File: config.mk
export PLATFORM = sky130hd
export DESIGN_NAME = hazard_sched_ctrl_flat
export DESIGN_NICKNAME = d
export VERILOG_FILES = /design/src/rtl/hazard_sched_ctrl_if.sv /design/src/rtl/hazard_sched_ctrl.sv /design/src/flat_wrapper.sv
export SDC_FILE = /design/constraint.sdc
export NUM_CORES = 1
export LEC_CHECK = 0
export BUFFER_PORTS_ARGS = -buffer_cell sky130_fd_sc_hd__buf_2
export CORE_MARGIN = 1.5
export CORE_UTILIZATION = 25
export CTS_BUF_LIST = sky130_fd_sc_hd__clkbuf_8
export DETAILED_ROUTE_END_ITERATION = 10
export PLACE_DENSITY_LB_ADDON = 0.15
export SLEW_MARGIN = 20
export SYNTH_ARGS = -nofsm -noshare
export SYNTH_HDL_FRONTEND = slang
export SYNTH_SLANG_ARGS = --single-unit
File: constraint.sdc
create_clock -name clk -period 1.7 [get_ports clk]
set_input_delay 0.17 -clock clk [delete_from_list [all_inputs] [get_ports clk]]
set_output_delay 0.17 -clock clk [all_outputs]
set_load 0.05 [all_outputs]
File: src/rtl/hazard_sched_ctrl_if.sv
// Decode-stage instruction info flowing into the hazard scheduler, plus the
// stall/flush/forward controls and perf counters it drives back out.
// master: pipeline side (drives decode info), slave: the scheduler.
interface hazard_sched_ctrl_if;
    logic [15:0] instD;
    logic        validD;
    logic        immD;
    logic        regwriteD;
    logic        memreadD;
    logic        branch_takenD;
    logic        stallF;
    logic        stallD;
    logic        flushD;
    logic        flushE;
    logic        forward;
    logic [3:0]  forward_add;
    logic [1:0]  fwdA_E;
    logic [1:0]  fwdB_E;
    logic        halted;
    logic [15:0] stall_cnt;
    logic [15:0] flush_cnt;

    modport master (
        output instD, validD, immD, regwriteD, memreadD, branch_takenD,
        input  stallF, stallD, flushD, flushE, forward, forward_add,
               fwdA_E, fwdB_E, halted, stall_cnt, flush_cnt
    );

    modport slave (
        input  instD, validD, immD, regwriteD, memreadD, branch_takenD,
        output stallF, stallD, flushD, flushE, forward, forward_add,
               fwdA_E, fwdB_E, halted, stall_cnt, flush_cnt
    );
endinterface

File: src/rtl/hazard_sched_ctrl.sv
// Pipeline hazard scheduler for the 16-bit F/D/E/M/W CPU.
// Tracks in-flight destinations in a shadow E/M/W pipeline, detects load-use
// hazards, produces W-stage register-file bypass and E-stage operand forward
// selects, and sequences branch flushes and the HALT drain.
// Optional build macro: HAZ_PERF_CNT_EN adds saturating stall/flush counters;
// without it the counter ports read 16'h0 and no counter flops exist.
module hazard_sched_ctrl #(
    parameter logic [3:0] LOAD_OP      = 4'h8,
    parameter logic [3:0] HALT_OP      = 4'hF,
    parameter int         FLUSH_CYCLES = 1
) (
    input logic                 clk,
    input logic                 reset,
    hazard_sched_ctrl_if.slave  hz
);

    // Loads are flagged by memreadD, so LOAD_OP only has to stay distinct
    // from HALT_OP; the flush counter is 3 bits wide.
    if (LOAD_OP == HALT_OP) begin : g_op_check
        $error("LOAD_OP and HALT_OP must differ");
    end
    if (FLUSH_CYCLES < 1 || FLUSH_CYCLES > 7) begin : g_flush_check
        $error("FLUSH_CYCLES must be in 1..7");
    end

    localparam logic [2:0] FLUSH_RELOAD = 3'(FLUSH_CYCLES - 1);

    typedef enum logic [1:0] {ST_RUN, ST_FLUSH, ST_DRAIN, ST_HALTED} state_t;

    typedef struct packed {
        logic       valid;
        logic [3:0] dest;
        logic       regwrite;
        logic       memread;
    } shadow_t;

    state_t     state_reg, state_next;
    logic [2:0] flush_left_reg, flush_left_next;
    shadow_t    e_reg, m_reg, w_reg, e_next;
    logic [1:0] fwd_a_reg, fwd_b_reg, fwd_a_next, fwd_b_next;

    logic [3:0] opcode, src1, src2;
    logic       src1_used, src2_used;
    logic       e_match1, e_match2, m_match1, m_match2, w_match1, w_match2;
    logic       load_use, advance;
    logic       stall_f, stall_d, flush_d, flush_e, halted_c;

    assign opcode    = hz.instD[15:12];
    assign src1      = hz.instD[11:8];
    assign src2      = hz.instD[7:4];
    assign src1_used = hz.validD;
    assign src2_used = hz.validD & ~hz.immD;

    // Source-vs-shadow-destination matches for each in-flight stage
    always_comb begin
        e_match1 = src1_used & e_reg.valid & e_reg.regwrite & (e_reg.dest == src1);
        e_match2 = src2_used & e_reg.valid & e_reg.regwrite & (e_reg.dest == src2);
        m_match1 = src1_used & m_reg.valid & m_reg.regwrite & (m_reg.dest == src1);
        m_match2 = src2_used & m_reg.valid & m_reg.regwrite & (m_reg.dest == src2);
        w_match1 = src1_used & w_reg.valid & w_reg.regwrite & (w_reg.dest == src1);
        w_match2 = src2_used & w_reg.valid & w_reg.regwrite & (w_reg.dest == src2);
    end

    assign load_use = e_reg.memread & (e_match1 | e_match2);

    // Operand selects for the instruction entering E: the current E becomes
    // M next cycle (01) and wins over the current M, which becomes W (10).
    always_comb begin
        fwd_a_next = 2'b00;
        fwd_b_next = 2'b00;
        if (e_match1)      fwd_a_next = 2'b01;
        else if (m_match1) fwd_a_next = 2'b10;
        if (e_match2)      fwd_b_next = 2'b01;
        else if (m_match2) fwd_b_next = 2'b10;
    end

    // Scheduler FSM: next state, flush countdown and control outputs
    always_comb begin
        state_next      = state_reg;
        flush_left_next = flush_left_reg;
        stall_f         = 1'b0;
        stall_d         = 1'b0;
        flush_d         = 1'b0;
        flush_e         = 1'b0;
        halted_c        = 1'b0;
        case (state_reg)
            ST_RUN: begin
                if (load_use) begin
                    // Branch in D waits until the stall bubble clears it.
                    stall_f = 1'b1;
                    stall_d = 1'b1;
                    flush_e = 1'b1;
                end else if (hz.validD && hz.branch_takenD) begin
                    flush_d         = 1'b1;
                    flush_left_next = FLUSH_RELOAD;
                    if (FLUSH_RELOAD != 3'd0) state_next = ST_FLUSH;
                end else if (hz.validD && opcode == HALT_OP) begin
                    state_next = ST_DRAIN;
                end
            end
            ST_FLUSH: begin
                flush_d = 1'b1;
                if (flush_left_reg <= 3'd1) begin
                    flush_left_next = 3'd0;
                    state_next      = ST_RUN;
                end else begin
                    flush_left_next = flush_left_reg - 3'd1;
                end
            end
            ST_DRAIN: begin
                stall_f = 1'b1;
                stall_d = 1'b1;
                flush_e = 1'b1;
                // E only receives bubbles now, so once E and M are empty the
                // last instruction is retiring from W this cycle.
                if (!e_reg.valid && !m_reg.valid) state_next = ST_HALTED;
            end
            ST_HALTED: begin
                stall_f  = 1'b1;
                stall_d  = 1'b1;
                halted_c = 1'b1;
            end
            default: state_next = ST_RUN;
        endcase
    end

    assign advance = (state_reg == ST_RUN) & ~stall_d & ~flush_d;

    // Shadow entry for the instruction leaving D (bubble when it does not advance)
    always_comb begin
        e_next.valid    = hz.validD & advance;
        e_next.dest     = hz.instD[3:0];
        e_next.regwrite = hz.regwriteD;
        e_next.memread  = hz.memreadD;
    end

    // State, flush counter, shadow pipeline and E-stage forward selects
    always_ff @(posedge clk or negedge reset) begin
        if (!reset) begin
            state_reg      <= ST_RUN;
            flush_left_reg <= 3'd0;
            e_reg          <= '0;
            m_reg          <= '0;
            w_reg          <= '0;
            fwd_a_reg      <= 2'b00;
            fwd_b_reg      <= 2'b00;
        end else begin
            state_reg      <= state_next;
            flush_left_reg <= flush_left_next;
            e_reg          <= e_next;
            m_reg          <= e_reg;
            w_reg          <= m_reg;
            fwd_a_reg      <= e_next.valid ? fwd_a_next : 2'b00;
            fwd_b_reg      <= e_next.valid ? fwd_b_next : 2'b00;
        end
    end

    assign hz.stallF      = stall_f;
    assign hz.stallD      = stall_d;
    assign hz.flushD      = flush_d;
    assign hz.flushE      = flush_e;
    assign hz.halted      = halted_c;
    assign hz.forward     = w_match1 | w_match2;
    assign hz.forward_add = (w_match1 | w_match2) ? w_reg.dest : 4'h0;
    assign hz.fwdA_E      = fwd_a_reg;
    assign hz.fwdB_E      = fwd_b_reg;

`ifdef HAZ_PERF_CNT_EN
    logic [15:0] stall_cnt_reg, flush_cnt_reg;

    // Saturating counts of load-use stall cycles and IF/ID flush cycles
    always_ff @(posedge clk or negedge reset) begin
        if (!reset) begin
            stall_cnt_reg <= 16'h0;
            flush_cnt_reg <= 16'h0;
        end else begin
            if (load_use && state_reg == ST_RUN && stall_cnt_reg != 16'hFFFF)
                stall_cnt_reg <= stall_cnt_reg + 16'h1;
            if (flush_d && flush_cnt_reg != 16'hFFFF)
                flush_cnt_reg <= flush_cnt_reg + 16'h1;
        end
    end

    assign hz.stall_cnt = stall_cnt_reg;
    assign hz.flush_cnt = flush_cnt_reg;
`else
    assign hz.stall_cnt = 16'h0;
    assign hz.flush_cnt = 16'h0;
`endif

endmodule
File: src/flat_wrapper.sv
// flat-port wrapper written by rule: the top's interface ports become plain ports
module hazard_sched_ctrl_flat 
#(
    parameter logic [3:0] LOAD_OP      = 4'h8,
    parameter logic [3:0] HALT_OP      = 4'hF,
    parameter int         FLUSH_CYCLES = 1
)
  (clk, reset, hz_instD, hz_validD, hz_immD, hz_regwriteD, hz_memreadD, hz_branch_takenD, hz_stallF, hz_stallD, hz_flushD, hz_flushE, hz_forward, hz_forward_add, hz_fwdA_E, hz_fwdB_E, hz_halted, hz_stall_cnt, hz_flush_cnt);
  hazard_sched_ctrl_if hz_i ();
  input logic clk;
  input logic reset;
  input wire logic [$bits(hz_i.instD)-1:0] hz_instD;
  input wire logic [$bits(hz_i.validD)-1:0] hz_validD;
  input wire logic [$bits(hz_i.immD)-1:0] hz_immD;
  input wire logic [$bits(hz_i.regwriteD)-1:0] hz_regwriteD;
  input wire logic [$bits(hz_i.memreadD)-1:0] hz_memreadD;
  input wire logic [$bits(hz_i.branch_takenD)-1:0] hz_branch_takenD;
  output wire logic [$bits(hz_i.stallF)-1:0] hz_stallF;
  output wire logic [$bits(hz_i.stallD)-1:0] hz_stallD;
  output wire logic [$bits(hz_i.flushD)-1:0] hz_flushD;
  output wire logic [$bits(hz_i.flushE)-1:0] hz_flushE;
  output wire logic [$bits(hz_i.forward)-1:0] hz_forward;
  output wire logic [$bits(hz_i.forward_add)-1:0] hz_forward_add;
  output wire logic [$bits(hz_i.fwdA_E)-1:0] hz_fwdA_E;
  output wire logic [$bits(hz_i.fwdB_E)-1:0] hz_fwdB_E;
  output wire logic [$bits(hz_i.halted)-1:0] hz_halted;
  output wire logic [$bits(hz_i.stall_cnt)-1:0] hz_stall_cnt;
  output wire logic [$bits(hz_i.flush_cnt)-1:0] hz_flush_cnt;
  assign hz_i.instD = hz_instD;
  assign hz_i.validD = hz_validD;
  assign hz_i.immD = hz_immD;
  assign hz_i.regwriteD = hz_regwriteD;
  assign hz_i.memreadD = hz_memreadD;
  assign hz_i.branch_takenD = hz_branch_takenD;
  assign hz_stallF = hz_i.stallF;
  assign hz_stallD = hz_i.stallD;
  assign hz_flushD = hz_i.flushD;
  assign hz_flushE = hz_i.flushE;
  assign hz_forward = hz_i.forward;
  assign hz_forward_add = hz_i.forward_add;
  assign hz_fwdA_E = hz_i.fwdA_E;
  assign hz_fwdB_E = hz_i.fwdB_E;
  assign hz_halted = hz_i.halted;
  assign hz_stall_cnt = hz_i.stall_cnt;
  assign hz_flush_cnt = hz_i.flush_cnt;
  hazard_sched_ctrl #(.LOAD_OP(LOAD_OP), .HALT_OP(HALT_OP), .FLUSH_CYCLES(FLUSH_CYCLES)) u_core (.clk(clk), .reset(reset), .hz(hz_i));
endmodule
Word level (Yosys, flattened, before mapping)

Cells that the tools add are included.

Logic and storage cells: 95
Input port bits: 23
Bits in registers: 28

Muxes and demuxes: 24
Add/sub/neg operators: 1
Eq/ne operators: 16
Reductions and logical operators: 11
Bitwise logic cells: 28
$lt $le $gt $ge: 1

Operator list:

| operator            | count |
|---|---|
| $eq 4x4->1          | 6 |
| $and 1x1->1         | 23 |
| $mux 2              | 11 |
| $mux 3              | 3 |
| $ne 2x1->1 const B  | 4 |
| $pmux 1 s2          | 3 |
| $pmux 2 s3          | 1 |
| $pmux 3 s2          | 1 |
| $reduce_and 6->1    | 1 |
| $eq 2x2->1 const B  | 2 |
| $eq 4x4->1 const B  | 1 |
| $mux 1              | 4 |
| $mux 4              | 1 |
| $ne 2x2->1 const B  | 2 |
| $le 3x1->1 const B  | 1 |
| $logic_and 1x1->1   | 3 |
| $not 1->1           | 3 |
| $reduce_and 3->1    | 1 |
| $reduce_bool 3->1   | 1 |
| $sub 3x1->3 const B | 1 |
| $eq 2x1->1 const B  | 1 |
| $logic_not 1->1     | 2 |
| $logic_not 2->1     | 1 |
| $or 1x1->1          | 2 |
| 2 further kinds     | 2 |

Logic depth before layout (Yosys ltp)

Depth in word-level cells: 14
Depth in mapped cells: 6

Worst setup path before layout

OpenSTA, ideal clock, no wires.

Path kind: flip-flop to output port
Start point: register u_core.e_reg[4] (netlist bit)
End point: output port hz_stallF
Stages on the path, launching flop included: 7
Buffers on the path: 1
Slack: -0.915 ns
Data arrival time: 2.445 ns
Path through: dfrtp_1 xnor2_1 nand4_1 o21ai_2 nand2_1 o21ai_0 buf_4

Cells in the longest elaborated chain, start to end: 6

RTL lines:

| item                                  | RTL line                                         | RTL |
|---|---|---|
| start, declared                       | hazard_sched_ctrl.sv:39                          | `shadow_t e_reg, m_reg, w_reg, e_next;` |
| start signal, assigned                | hazard_sched_ctrl.sv:150                         | `e_reg <= e_next;` |
| $eq 4x4->1, on equally long branches  | hazard_sched_ctrl.sv:56, hazard_sched_ctrl.sv:57 |  |
| $and 1x1->1, on equally long branches | hazard_sched_ctrl.sv:56, hazard_sched_ctrl.sv:57 |  |
| $or 1x1->1 (*)                        | hazard_sched_ctrl.sv:64                          | `assign load_use = e_reg.memread & (e_match1 \| e_match2);` |
| $and 1x1->1 (*)                       | hazard_sched_ctrl.sv:64                          |  |
| $mux 1 (*)                            | n/a                                              |  |
| $pmux 1 s2 (*)                        | n/a                                              |  |
| end, declared                         | flat_wrapper.sv:18                               | `output wire logic [$bits(hz_i.stallF)-1:0] hz_stallF;` |

Every way passes the cells marked *; elsewhere a longest branch is shown, timed or not.

Final worst setup path

Start point: register u_core.e_reg[4] (netlist bit)
End point: output port hz_stallD

Cells in the longest elaborated chain, start to end: 6

RTL lines:

| item                                  | RTL line                                         | RTL |
|---|---|---|
| $eq 4x4->1, on equally long branches  | hazard_sched_ctrl.sv:56, hazard_sched_ctrl.sv:57 |  |
| $and 1x1->1, on equally long branches | hazard_sched_ctrl.sv:56, hazard_sched_ctrl.sv:57 |  |
| $or 1x1->1 (*)                        | hazard_sched_ctrl.sv:64                          |  |
| $and 1x1->1 (*)                       | hazard_sched_ctrl.sv:64                          |  |
| $mux 1 (*)                            | hazard_sched_ctrl.sv:88                          | `if (load_use) begin` |
| $pmux 1 s2 (*)                        | hazard_sched_ctrl.sv:86                          | `case (state_reg)` |
| end, declared                         | flat_wrapper.sv:19                               | `output wire logic [$bits(hz_i.stallD)-1:0] hz_stallD;` |

Marks and branches as above.

==> results.toml <==
[cells_and_area]
fin_nets = 228
drive_gt1_share_pct = 31.68
fin_util_pct = 34.18
layout_commonest_cell = "conb_1"
finalInstanceArea_um2 = 2012
area_growth_pct = 32.35
fill_cells = 617
largest_reg_flops = 7
diodes = 0
mostFrequentLayoutCells = "conb_1 (32), dfrtp_1 (28), buf_2 (27)"

[placed_design]
port_buffers = 36
placed_area_um2 = 1705
place_hpwl_um = 2429
place_congestion = 0.7663

[sta]
slew_headroom_pct = 57.76
timing_hold_violations_final = 0
final-setup-viol-count = 8
fmax_mhz = 527.1
worst_pin_slew_ns = 0.6336
final.setup_skew_ns = 0.001812
grt_setup_unrepaired = "yes"
post-route-period-util_pct = 111.6
setup_ws_ns = -0.1971
slew_violations = 0
finalCriticalPeriod_ns = 1.897

[route]
antenna_left = 0
firstDrtPassIters = 4
routed_via_density = 3.877
drtIter0Drc = 12
post_drt_wl_per_cell_um = 11.35
vias = 1074
wl_um = 3145
drc = 0

[die]
fp.dieH_um = 80.98
coreArea_um2 = 5886
initial_core_util_pct = 25.83
rows = 28
die_width_um = 80.98
ios = 69
die_area_um2 = 6558

[setup_path]
rr_worst_depth = 6
r2r-end = "u_core.hz.fwdA_E[1]$_DFF_PN0_"
cp.arrival_ns = 1.73
reg2reg_from = "u_core.e_reg[4]$_DFF_PN0_"
cp.required_ns = 1.53
end_kind = "primary output"
start_kind = "flop"
r2r_setup_slack_ns = 0.07
worstSetupPathType = "reg -> out"
cp_max_fo = 3

[grt]
grt_pass1_vias = 1061
grtUsageMet1_pct = 14.00
use_met2_pct = 16.08
grt_use_met3_pct = 2.584
track_usage_pct = 10.16
antenna_found_initial = 0
grt_pass1_wl_um = 5078
grt-ovfl-total = 0
grt_max_degree = 29
top_usage_layer = "met2"

[clocking]
worstSkewPairLatency_ns = 0.28
cts.sink_count = 28
cts_tree = "built"
htreeDepth = 1
clkTransAtPathRegs_ns = 0.10
root_buffer = "clkbuf_8"
clockBufferDepth = 2
cts-buffers-inserted = 3

[yosys]
synth.avg_cell_area_um2 = 10.20
synth_area_um2 = 1520
synthCells = 149
synth_seq_cells = 28
yosys_warnings = 0
ys_seq_area_share_pct = 46.09
yosysUniqueCellTypes = 24

[worst_hold_path]
hp-class = "in -> reg"
whs_path_depth = 3
min_from = "hz_instD[12]"
hold_end = "u_core.state_reg[1]$_DFFE_PN0P_"

[pwr]
power_w = 0.001542
leakage_nw = 0.9324
vdd_ir_drop_max_mv = 0.3360
power_density_nw_per_um2 = 766.2

[outcome]
status = "finished, violations left"
violations = "setup timing"

[run]
drv_cap = 0
-- cells in the mapped netlist --
cell / count / area, µm²
o32ai_1: 1 / 8.760
o31ai_4: 1 / 21.27
nand3_1: 4 / 20.02
nor3_1: 1 / 5.000
o21ai_2: 1 / 8.760
ha_1: 2 / 25.02
inv_1: 5 / 18.77
xnor2_1: 21 / 183.9
and2_4: 1 / 8.760
nor4_1: 5 / 31.28
conb_1: 1 / 3.750
nand4_1: 5 / 31.28
nor2_1: 9 / 33.78
dfrtp_1: 28 / 700.7
o22ai_1: 1 / 6.260
a21oi_1: 6 / 30.03
o21a_1: 2 / 15.01
o21ai_0: 4 / 20.02
buf_4: 33 / 247.7
nand2_1: 8 / 30.03
xor2_1: 3 / 26.28
nor2b_1: 2 / 12.51
or2_1: 1 / 6.260
and2_1: 4 / 25.02
-- final cells by class --
| cell class | instances | area [µm²] | share of cell area (%) |
|---|---|---|---|
| Timing Repair Buffer | 51 | 385.4 | 19.15 |
| Multi-Input combinational cell | 114 | 742.0 | 36.88 |
| Clock inverter | 1 | 30.03 | 1.493 |
| Inverter | 5 | 18.77 | 0.9328 |
| Clock buffer | 3 | 41.29 | 2.052 |
| Tap cell | 75 | 93.84 | 4.664 |
| Sequential cell | 28 | 700.7 | 34.83 |
-- per-layer routing --
layer / up-vias / part of all wire (%)
li1: 534 / -
met1: 489 / 48
met2: 49 / 45
met3: 2 / 6.5
met4: 0 / 0.54
met5: - / 0
-- critical path, cell delays in order (launching register included) --
cell     delay (ns)
dfrtp_1        0.43
buf_6          0.14
xnor2_2        0.14
nand4_1        0.16
o21ai_2        0.14
nand2_2        0.10
o21ai_2        0.17
buf_6          0.18
-- logic make-up (layout without fill, tap and decap cells) --
logic type	count (synthesis)	in the layout	synth area share, %
and+or+nand+nor	40	40	13.42
DFF	28	28	46.09
adders and majority gates	2	2	1.646
buffers and inverters	38	60	17.53
AOI/OAI and AO/OA	16	16	7.243
xor gates and xnor gates	24	24	13.83
other	1	32	0.2467
-- what timing repair did --
| action | 4_1_cts | 5_1_grt |
|---|---|---|
| setup buffers | 10 | 2 |
| setup endpoints to repair | 9 | 12 |
| hold endpoints to repair | 34 | 0 |
| resized for setup | 29 | 4 |
| pin swaps | 9 | 11 |
| hold buffers | 7 | 0 |
-- worst max-delay path by stage --
stage,from,to,slack [ns]
after floorplan,u_core.e_reg[4]$_DFF_PN0_,hz_stallF,-0.20
after detailed placement,u_core.e_reg[4]$_DFF_PN0_,hz_stallD,0.006
after global placement,u_core.e_reg[4]$_DFF_PN0_,hz_flushE,0.03
final,u_core.e_reg[4]$_DFF_PN0_,hz_stallD,-0.20
after CTS,u_core.e_reg[3]$_DFF_PN0_,hz_stallD,-0.25
after global routing,u_core.e_reg[4]$_DFF_PN0_,hz_stallF,-0.29
-- stage by stage --
| stage | setup slack, ns | hold slack (ns) | cells | setup TNS, ns |
|---|---|---|---|---|
| after floorplan | -0.1978 | -0.1256 | 180 | -0.1978 |
| after global placement | 0.02703 | 0.2263 | 260 | 0 |
| after detailed placement | 0.006473 | 0.2230 | 260 | 0 |
| after CTS | -0.2493 | 0.1888 | 281 | -1.656 |
| after global routing | -0.2867 | 0.2075 | 277 | -1.979 |
| final | -0.1971 | 0.1889 | 277 | -1.171 |
-- where the power goes --
group	switching (W)	total [W]	internal (W)	leakage, nW
logic	0.000222	0.000304	0.0000826	0.569
clock network	0.000215	0.000530	0.000315	0.0357
registers	0.0000220	0.000707	0.000685	0.328
total	0.000459	0.00154	0.00108	0.932
Note: power is estimated with default switching activity, not from simulation.
